<file path="config.mk">
export PLATFORM = sky130hd
export DESIGN_NAME = jt12_regwr
export DESIGN_NICKNAME = d
export VERILOG_FILES = /design/src/rtl/jt12_regwr.sv
export SDC_FILE = /design/constraint.sdc
export NUM_CORES = 1
export LEC_CHECK = 0
export BUFFER_PORTS_ARGS = -buffer_cell sky130_fd_sc_hd__buf_2
export CELL_PAD_IN_SITES_DETAIL_PLACEMENT = 2
export CELL_PAD_IN_SITES_GLOBAL_PLACEMENT = 2
export CORE_AREA = 5 5 127 129
export CTS_CLUSTER_SIZE = 14
export DETAILED_ROUTE_END_ITERATION = 10
export DIE_AREA = 0 0 132 134
export GPL_TIMING_DRIVEN = 1
export PLACE_DENSITY_LB_ADDON = 0.1
export SYNTH_ARGS = -nofsm -noshare
export SYNTH_HDL_FRONTEND = slang
export SYNTH_SLANG_ARGS = --single-unit
</file>
<file path="constraint.sdc">
create_clock -name clk -period 1.9 [get_ports clk]
set_input_delay 0.19 -clock clk [delete_from_list [all_inputs] [get_ports clk]]
set_output_delay 0.19 -clock clk [all_outputs]
set_load 0.01 [all_outputs]
</file>
<file path="src/rtl/jt12_regwr.sv">
// CPU-side write front end for the FM register file: address latch, data-write
// FIFO, and a decoder that holds each update strobe for one full slot rotation.
module jt12_regwr #(
  parameter int num_ch  = 6,
  parameter int fifo_aw = 2
) (
  input  logic       clk,
  input  logic       rst,
  input  logic       clk_en,
  input  logic [1:0] addr,
  input  logic [7:0] din,
  input  logic       write,
  output logic       busy,
  output logic       ovf,
  output logic [7:0] dout,
  output logic [2:0] ch,
  output logic [1:0] op,
  output logic [5:0] latch_fnum,
  output logic       up_keyon,
  output logic       up_dt1,
  output logic       up_tl,
  output logic       up_ks_ar,
  output logic       up_amen_dr,
  output logic       up_sr,
  output logic       up_sl_rr,
  output logic       up_ssgeg,
  output logic       up_fnumlo,
  output logic       up_alg,
  output logic       up_pms
);
  localparam int depth = 1 << fifo_aw;
  localparam logic [4:0] hold_last = 5'(num_ch * 4 - 1);

  typedef enum logic [1:0] {IDLE, LOAD, HOLD} state_t;
  state_t state_reg, state_next;

  logic [7:0]       areg_reg;
  logic             apart_reg;
  logic [16:0]      mem [depth];
  logic [fifo_aw:0] wr_ptr_reg, rd_ptr_reg;
  logic [16:0]      entry_reg;
  logic [4:0]       cnt_reg;
  logic [10:0]      up_reg, dec_up;
  logic             dec_fnum;
  logic             empty, full, pop, push;
  logic [7:0]       e_reg;
  logic             e_part;

  assign empty = wr_ptr_reg == rd_ptr_reg;
  assign full  = (wr_ptr_reg[fifo_aw] != rd_ptr_reg[fifo_aw]) &&
                 (wr_ptr_reg[fifo_aw-1:0] == rd_ptr_reg[fifo_aw-1:0]);
  assign pop   = clk_en && (state_reg == IDLE) && !empty;
  // A pop in the same clk frees the slot, so a full FIFO still takes the push.
  assign push  = write && addr[0] && (!full || pop);
  assign busy  = !empty || (state_reg != IDLE);

  always_ff @(posedge clk) begin
    if (rst) begin
      areg_reg   <= 8'h00;
      apart_reg  <= 1'b0;
      wr_ptr_reg <= '0;
      rd_ptr_reg <= '0;
      ovf        <= 1'b0;
    end else begin
      if (write && !addr[0]) begin
        areg_reg  <= din;
        apart_reg <= (num_ch == 3) ? 1'b0 : addr[1];
      end
      if (push) wr_ptr_reg <= wr_ptr_reg + 1'b1;
      if (write && addr[0] && !push) ovf <= 1'b1;
      if (pop) rd_ptr_reg <= rd_ptr_reg + 1'b1;
    end
  end

  always_ff @(posedge clk) begin
    if (push) mem[wr_ptr_reg[fifo_aw-1:0]] <= {apart_reg, areg_reg, din};
    if (pop)  entry_reg <= mem[rd_ptr_reg[fifo_aw-1:0]];
  end

  assign e_part = entry_reg[16];
  assign e_reg  = entry_reg[15:8];

  // dec_up bit order: keyon, dt1, tl, ks_ar, amen_dr, sr, sl_rr, ssgeg, fnumlo, alg, pms
  always_comb begin
    dec_up   = '0;
    dec_fnum = 1'b0;
    if (e_reg == 8'h28) begin
      dec_up[0] = !e_part;
    end else if (e_reg[1:0] != 2'd3) begin
      case (e_reg[7:4])
        4'h3: dec_up[1] = 1'b1;
        4'h4: dec_up[2] = 1'b1;
        4'h5: dec_up[3] = 1'b1;
        4'h6: dec_up[4] = 1'b1;
        4'h7: dec_up[5] = 1'b1;
        4'h8: dec_up[6] = 1'b1;
        4'h9: dec_up[7] = 1'b1;
        4'hA: begin
          if (e_reg[3:2] == 2'd0) dec_up[8] = 1'b1;
          else if (e_reg[3:2] == 2'd1) dec_fnum = 1'b1;
        end
        4'hB: begin
          if (e_reg[3:2] == 2'd0) dec_up[9] = 1'b1;
          else if (e_reg[3:2] == 2'd1) dec_up[10] = 1'b1;
        end
        default: ;
      endcase
    end
  end

  always_ff @(posedge clk) begin
    if (rst) state_reg <= IDLE;
    else     state_reg <= state_next;
  end

  always_comb begin
    state_next = state_reg;
    if (clk_en) begin
      case (state_reg)
        IDLE:    if (!empty) state_next = LOAD;
        LOAD:    state_next = (dec_up != '0) ? HOLD : IDLE;
        HOLD:    if (cnt_reg == 5'd0) state_next = IDLE;
        default: state_next = IDLE;
      endcase
    end
  end

  always_ff @(posedge clk) begin
    if (rst) begin
      dout       <= 8'h00;
      ch         <= 3'd0;
      op         <= 2'd0;
      latch_fnum <= 6'd0;
      up_reg     <= '0;
      cnt_reg    <= 5'd0;
    end else if (clk_en) begin
      case (state_reg)
        LOAD: begin
          dout    <= entry_reg[7:0];
          ch      <= {e_part, e_reg[1:0]};
          op      <= e_reg[3:2];
          up_reg  <= dec_up;
          cnt_reg <= hold_last;
          if (dec_fnum) latch_fnum <= entry_reg[5:0];
        end
        HOLD: begin
          if (cnt_reg == 5'd0) up_reg <= '0;
          else                 cnt_reg <= cnt_reg - 5'd1;
        end
        default: ;
      endcase
    end
  end

  assign {up_pms, up_alg, up_fnumlo, up_ssgeg, up_sl_rr, up_sr,
          up_amen_dr, up_ks_ar, up_tl, up_dt1, up_keyon} = up_reg;
endmodule
</file>
# [Word level (Yosys, flattened, before mapping)]
# Memories as Yosys holds them, arrays and structs flattened. A register that Yosys moved wholly into a read port is not among the register bits.
# Index checks and enable logic that the tools add are counted.
[op_classes] addsub=3 n_reduce_logical=25 muxes=28 eq_ne=20
[op_table] cell="11-bit one-hot mux with 2 select lines" n=1
[op_table] cell="10-bit 2-to-1 mux" n=2
[op_table] cell="1-bit 2-to-1 mux" n=17
[op_table] cell="4-bit by 3-bit equality test with 1-bit output (second input constant)" n=4
[op_table] cell="4-bit equality test (second input constant)" n=4
[op_table] cell="3-bit AND reduction" n=4
[op_table] cell="11-bit 2-to-1 mux" n=1
[op_table] cell="11-bit nonzero test" n=1
[op_table] cell="5-bit one-hot mux with 2 select lines" n=1
[op_table] cell="8-bit by 6-bit equality test with 1-bit output (second input constant)" n=1
[op_table] cell="2-bit 2-to-1 mux" n=4
[op_table] cell="2-bit inequality test (second input constant)" n=4
[op_table] cell="1-bit logical AND" n=7
[op_table] cell="3-bit by 1-bit adder with 3-bit output (second input constant)" n=2
[op_table] cell="2-bit one-hot mux with 3 select lines" n=1
[op_table] cell="1-bit logical NOT" n=5
[op_table] cell="5-bit logical NOT" n=1
[op_table] cell="5-bit 2-to-1 mux" n=1
[op_table] cell="5-bit by 1-bit subtractor with 5-bit output (second input constant)" n=1
[op_table] cell="2-bit by 1-bit equality test with 1-bit output (second input constant)" n=2
[op_table] cell="4-bit by 2-bit equality test with 1-bit output (second input constant)" n=1
[op_table] cell="2-bit logical NOT" n=2
[op_table] cell="2-bit nonzero test" n=2
[op_table] cell="3-bit equality test" n=1
[op_table] cell="other kinds (5)" n=6
[word_totals] inputBits=14 ram_bits=68 reg_bits=53 wordCells=89 n_memories=1 out_inout_bits=32
[mem_list] memory="mem" words=4 word_bits=17 read_ports=1 rd_clocked_by_memory_dff=1 wr=1 line_no="39" source="logic [16:0] mem [depth];"

# [Longest topological paths before layout]
[logic_depth] depth_word=9 mapped_depth=7 mapped_depth_nobuf=6

# [Least setup slack after synthesis]
# OpenSTA, ideal clock, no wires.
[synth_timing] path_kind="register to register" start="register state_reg[1]" end="memory mem[0][0], enable pin" synth_period_minus_slack_ps=2009 n_path_buf=1 slack_ps=-109 path_stages_with_launch=5 required_ps=1525 setup_ps=375 t_arrival_ps=1634 cell_sequence="dfxtp_1 buf_4 or3b_4 a41oi_4 and2_1"
[synth_between] elab_chain_len=7
[synth_rtl] item="from (decl)" line_no="35" source="state_t state_reg, state_next;"
[synth_rtl] item="from (signal assigned)" line_no="113" source="else state_reg <= state_next;"
[synth_rtl] item="2-bit logical NOT" line_no="52" source="assign pop = clk_en && (state_reg == IDLE) && !empty;"
[synth_rtl] item="1-bit logical AND (2 in a row)" line_no="52"
[synth_rtl] item="1-bit logical OR" line_no="54" source="assign push = write && addr[0] && (!full || pop);"
[synth_rtl] item="1-bit logical AND" line_no="54"
[synth_rtl] item="1-bit 2-to-1 mux" line_no="76" source="if (push) mem[wr_ptr_reg[fifo_aw-1:0]] <= {apart_reg, areg_reg, din};"
[synth_rtl] item="1-bit 2-to-1 mux (not written as such)" line_no="76"
[synth_rtl] item="to (decl)" line_no="39"
# No other way between the ends.

# [Worst setup path in the final report]
[layout_timing] start="register wr_ptr_reg[0]" end="output busy"
[layout_between] elab_chain_len=3
[layout_rtl] item="from (decl)" line_no="40" source="logic [fifo_aw:0] wr_ptr_reg, rd_ptr_reg;"
[layout_rtl] item="from (signal assigned)" line_no="69" source="if (push) wr_ptr_reg <= wr_ptr_reg + 1'b1;"
[layout_rtl] item="3-bit equality test" line_no="49" source="assign empty = wr_ptr_reg == rd_ptr_reg;"
[layout_rtl] item="1-bit logical NOT"
[layout_rtl] item="1-bit logical OR" line_no="55" source="assign busy = !empty || (state_reg != IDLE);"
[layout_rtl] item="to (decl)" line_no="13" source="output logic busy,"
# No other way between the ends.

==> flow_metrics.env <==
export IMPL_status="finished clean"
export IMPL_p_clk_share_pct=46.4
export IMPL_cts_max_level=4
export IMPL_final_nets=477
export IMPL_area_growth_pct=26.5
export IMPL_maxCapViolCount=0
export IMPL_seq_area_frac_synth_pct=66.9
export IMPL_largest_reg_flops=68
export IMPL_fp_dieW_um=132
export IMPL_finalHoldViolations=0
export IMPL_p_sw_share_pct=22.9
export IMPL_grt_max_degree=24
export IMPL_clk_pin_slew_worst_paths_ns=0.06
export IMPL_vias_per_cell=5.09
export IMPL_ir_worst_vdd_uv=664
export IMPL_worstPathCellList="xnor2_4 > nand2_2 > or4_1 > buf_2"
export IMPL_tightest_slew_ns=0.485
export IMPL_synth_cell_types=55
export IMPL_final_cell_mix="edfxtp_1 (85), nand2_1 (52), dfxtp_1 (49), buf_2 (45), a21oi_1 (31)"
export IMPL_wl_per_cell_um=20.3
export IMPL_max_stage_delay_ns=0.49
export IMPL_worstPathArrival_ns=1.68
export IMPL_gr_total_overflow=0
export IMPL_slew_violations=0
export IMPL_fin_crit_ns=1.87
export IMPL_start_kind="flop"
export IMPL_placed_cell_area_mm2=0.00603
export IMPL_slew_headroom_pct=67.7
export IMPL_antenna_found_initial=0
export IMPL_async_flop_share_pct=0
export IMPL_num_rows=45
export IMPL_fmax_ghz=0.533
export IMPL_ys_flop_type="edfxtp_1"
export IMPL_synth_nets=399
export IMPL_path_max_fanout=2
export IMPL_drtIter0Drc=209
export IMPL_vias=3349
export IMPL_cts_tree="done"
export IMPL_fin_crit_sh_pct=98.7
export IMPL_first_pass_iters=4
export IMPL_required_ns=1.71
export IMPL_synthCells=379
export IMPL_synth_area_mm2=0.00540
export IMPL_final_common_cell="edfxtp_1"
export IMPL_place_congestion=0.747
export IMPL_drc=0
export IMPL_antenna_cells=0
export IMPL_clkLatencyLatePin_ns=0.42
export IMPL_ios=46
export IMPL_grt_pass1_wl_um=21500
export IMPL_cts_buffers=17
export IMPL_core_mm2=0.0149
export IMPL_start_util_pct=36.2
export IMPL_critPathKind="flop to output pin"
export IMPL_drive_gt1_share_pct=32.1
export IMPL_yosysWarnings=0
export IMPL_drt_total_wl_um=13400
export IMPL_power_internal_mw=6.09
export IMPL_port_buffers=45
export IMPL_synth_edf_count=85
export IMPL_die_y_um=134
export IMPL_p_per_area_mw_per_mm2=1160
export IMPL_cts_buffer_depth=2
export IMPL_dpl_hpwl_um=8980
export IMPL_utilization_pct=45.8
export IMPL_avgSynthCellArea_um2=14.2
export IMPL_grt_pass1_vias=3725
export IMPL_crit_buf_inv=1
export IMPL_p_seq_share_pct=43.4
export IMPL_p_sw_mw=1.81
export IMPL_fillers=1432
export IMPL_crit_slowest_cell="or4_1"
export IMPL_cp_end_kind="output pin"
export IMPL_power_frac_comb_pct=10.2
export IMPL_die_area_mm2=0.0177
export IMPL_cp_top_family="simple AND/OR/NAND/NOR gates"
export IMPL_fin_skew_ns=0.0106
export IMPL_cts_sinks=138
export IMPL_final_cell_area_mm2=0.00683
export IMPL_yosys_register_bits=138
export IMPL_setup_viol=0
export IMPL_grt_usage_pct=15.9
export IMPL_cts_root_buf="clkbuf_16"
export IMPL_hold_class="primary input to flop"
export IMPL_power_leakage_nw=2.49
export IMPL_ant_nets=0
## what timing repair did
| item | in CTS | in global routing |
|---|---|---|
| pin swaps | 2 | 1 |
| setup endpoints to repair | 1 | 8 |
| hold buffers | 4 | 0 |
| buffers inserted | 2 | 2 |
| resized for setup | 7 | 9 |
| hold endpoints to repair | 16 | 0 |
## through the flow
step | setup TNS (ns) | setup WS (ns) | hold WS, ns | cells | total power [mW]
final | 0 | 0.0254 | 0.0145 | 658 | 7.90
after global routing | -0.0407 | -0.0209 | 0.00979 | 658 | 8.21
after CTS | 0 | 0.00977 | 0.00203 | 656 | 7.96
after detailed placement | 0 | 0.0476 | 0.437 | 618 | 4.25
after global placement | 0 | 0.0920 | 0.422 | 618 | 4.21
after floorplan | 0 | 0.0681 | 0.289 | 379 | 3.94
## cell type report
cell class	instances	area (um2)	share of cell area (%)
clock buffers	19	443	6.49
inverters	8	30.0	0.440
multi-input cells	212	1710	25.0
repair buffers	80	573	8.39
well taps	188	235	3.44
clock inverters	13	215	3.15
flip-flops and latches	138	3630	53.1
## cells in the mapped netlist (all sizes together) (6+ instances only)
cell / count / share of area [%]
edfxtp: 85 / 47
dfxtp: 53 / 20
nand2: 53 / 3.7
a21oi: 32 / 3.0
mux4: 17 / 7.1
nor2: 15 / 1.0
buf: 11 / 1.6
clkbuf: 10 / 0.70
inv: 8 / 0.56
mux2i: 8 / 1.5
o21ai: 7 / 0.72
xnor2: 7 / 1.4
ha: 6 / 1.4
## per-layer routing
layer / GRT usage [%] / up-vias / wire, um
met5: 0 / - / 0
met4: 5.66 / 0 / 200
met3: 3.94 / 15 / 431
met2: 25.8 / 49 / 6720
met1: 20.7 / 1714 / 6040
li1: - / 1571 / -
## cells by family (layout without fill, tap and decap cells)
| group | after synthesis | in the layout | share of synthesized area, % |
|---|---|---|---|
| buffers and inverters | 29 | 120 | 2.80 |
| AND/OR/NAND/NOR | 107 | 107 | 9.87 |
| XOR/XNOR | 8 | 8 | 1.58 |
| multiplexers | 25 | 25 | 8.57 |
| flip-flops | 138 | 138 | 66.9 |
| adder cells (fa/ha/maj) | 6 | 6 | 1.39 |
| AO/OA/AOI/OAI | 66 | 66 | 8.85 |
## final timing paths
path | startpoint | end | slack, ns | cells past startpoint
worst max-delay path | wr_ptr_reg[0] | busy | 0.03 | 4
worst min-delay path | din[6] | mem[2][6] | 0.01 | 1
worst max register to register | cnt_reg[0] | up_reg[2] | 0.10 | 6
worst min register to register | up_reg[0] | up_reg[0] | 0.45 | 1
## power groups by stage
| stage | logic [mW] | registers, mW | clock network [mW] |
|---|---|---|---|
| floorplan | 0.484 | 3.45 | 0 |
| detailed placement | 0.761 | 3.49 | 0 |
| CTS | 0.792 | 3.43 | 3.73 |
| global route | 0.875 | 3.44 | 3.89 |
| finish | 0.803 | 3.43 | 3.67 |
| global placement | 0.733 | 3.47 | 0 |
Power figures use the tool's default switching activity.
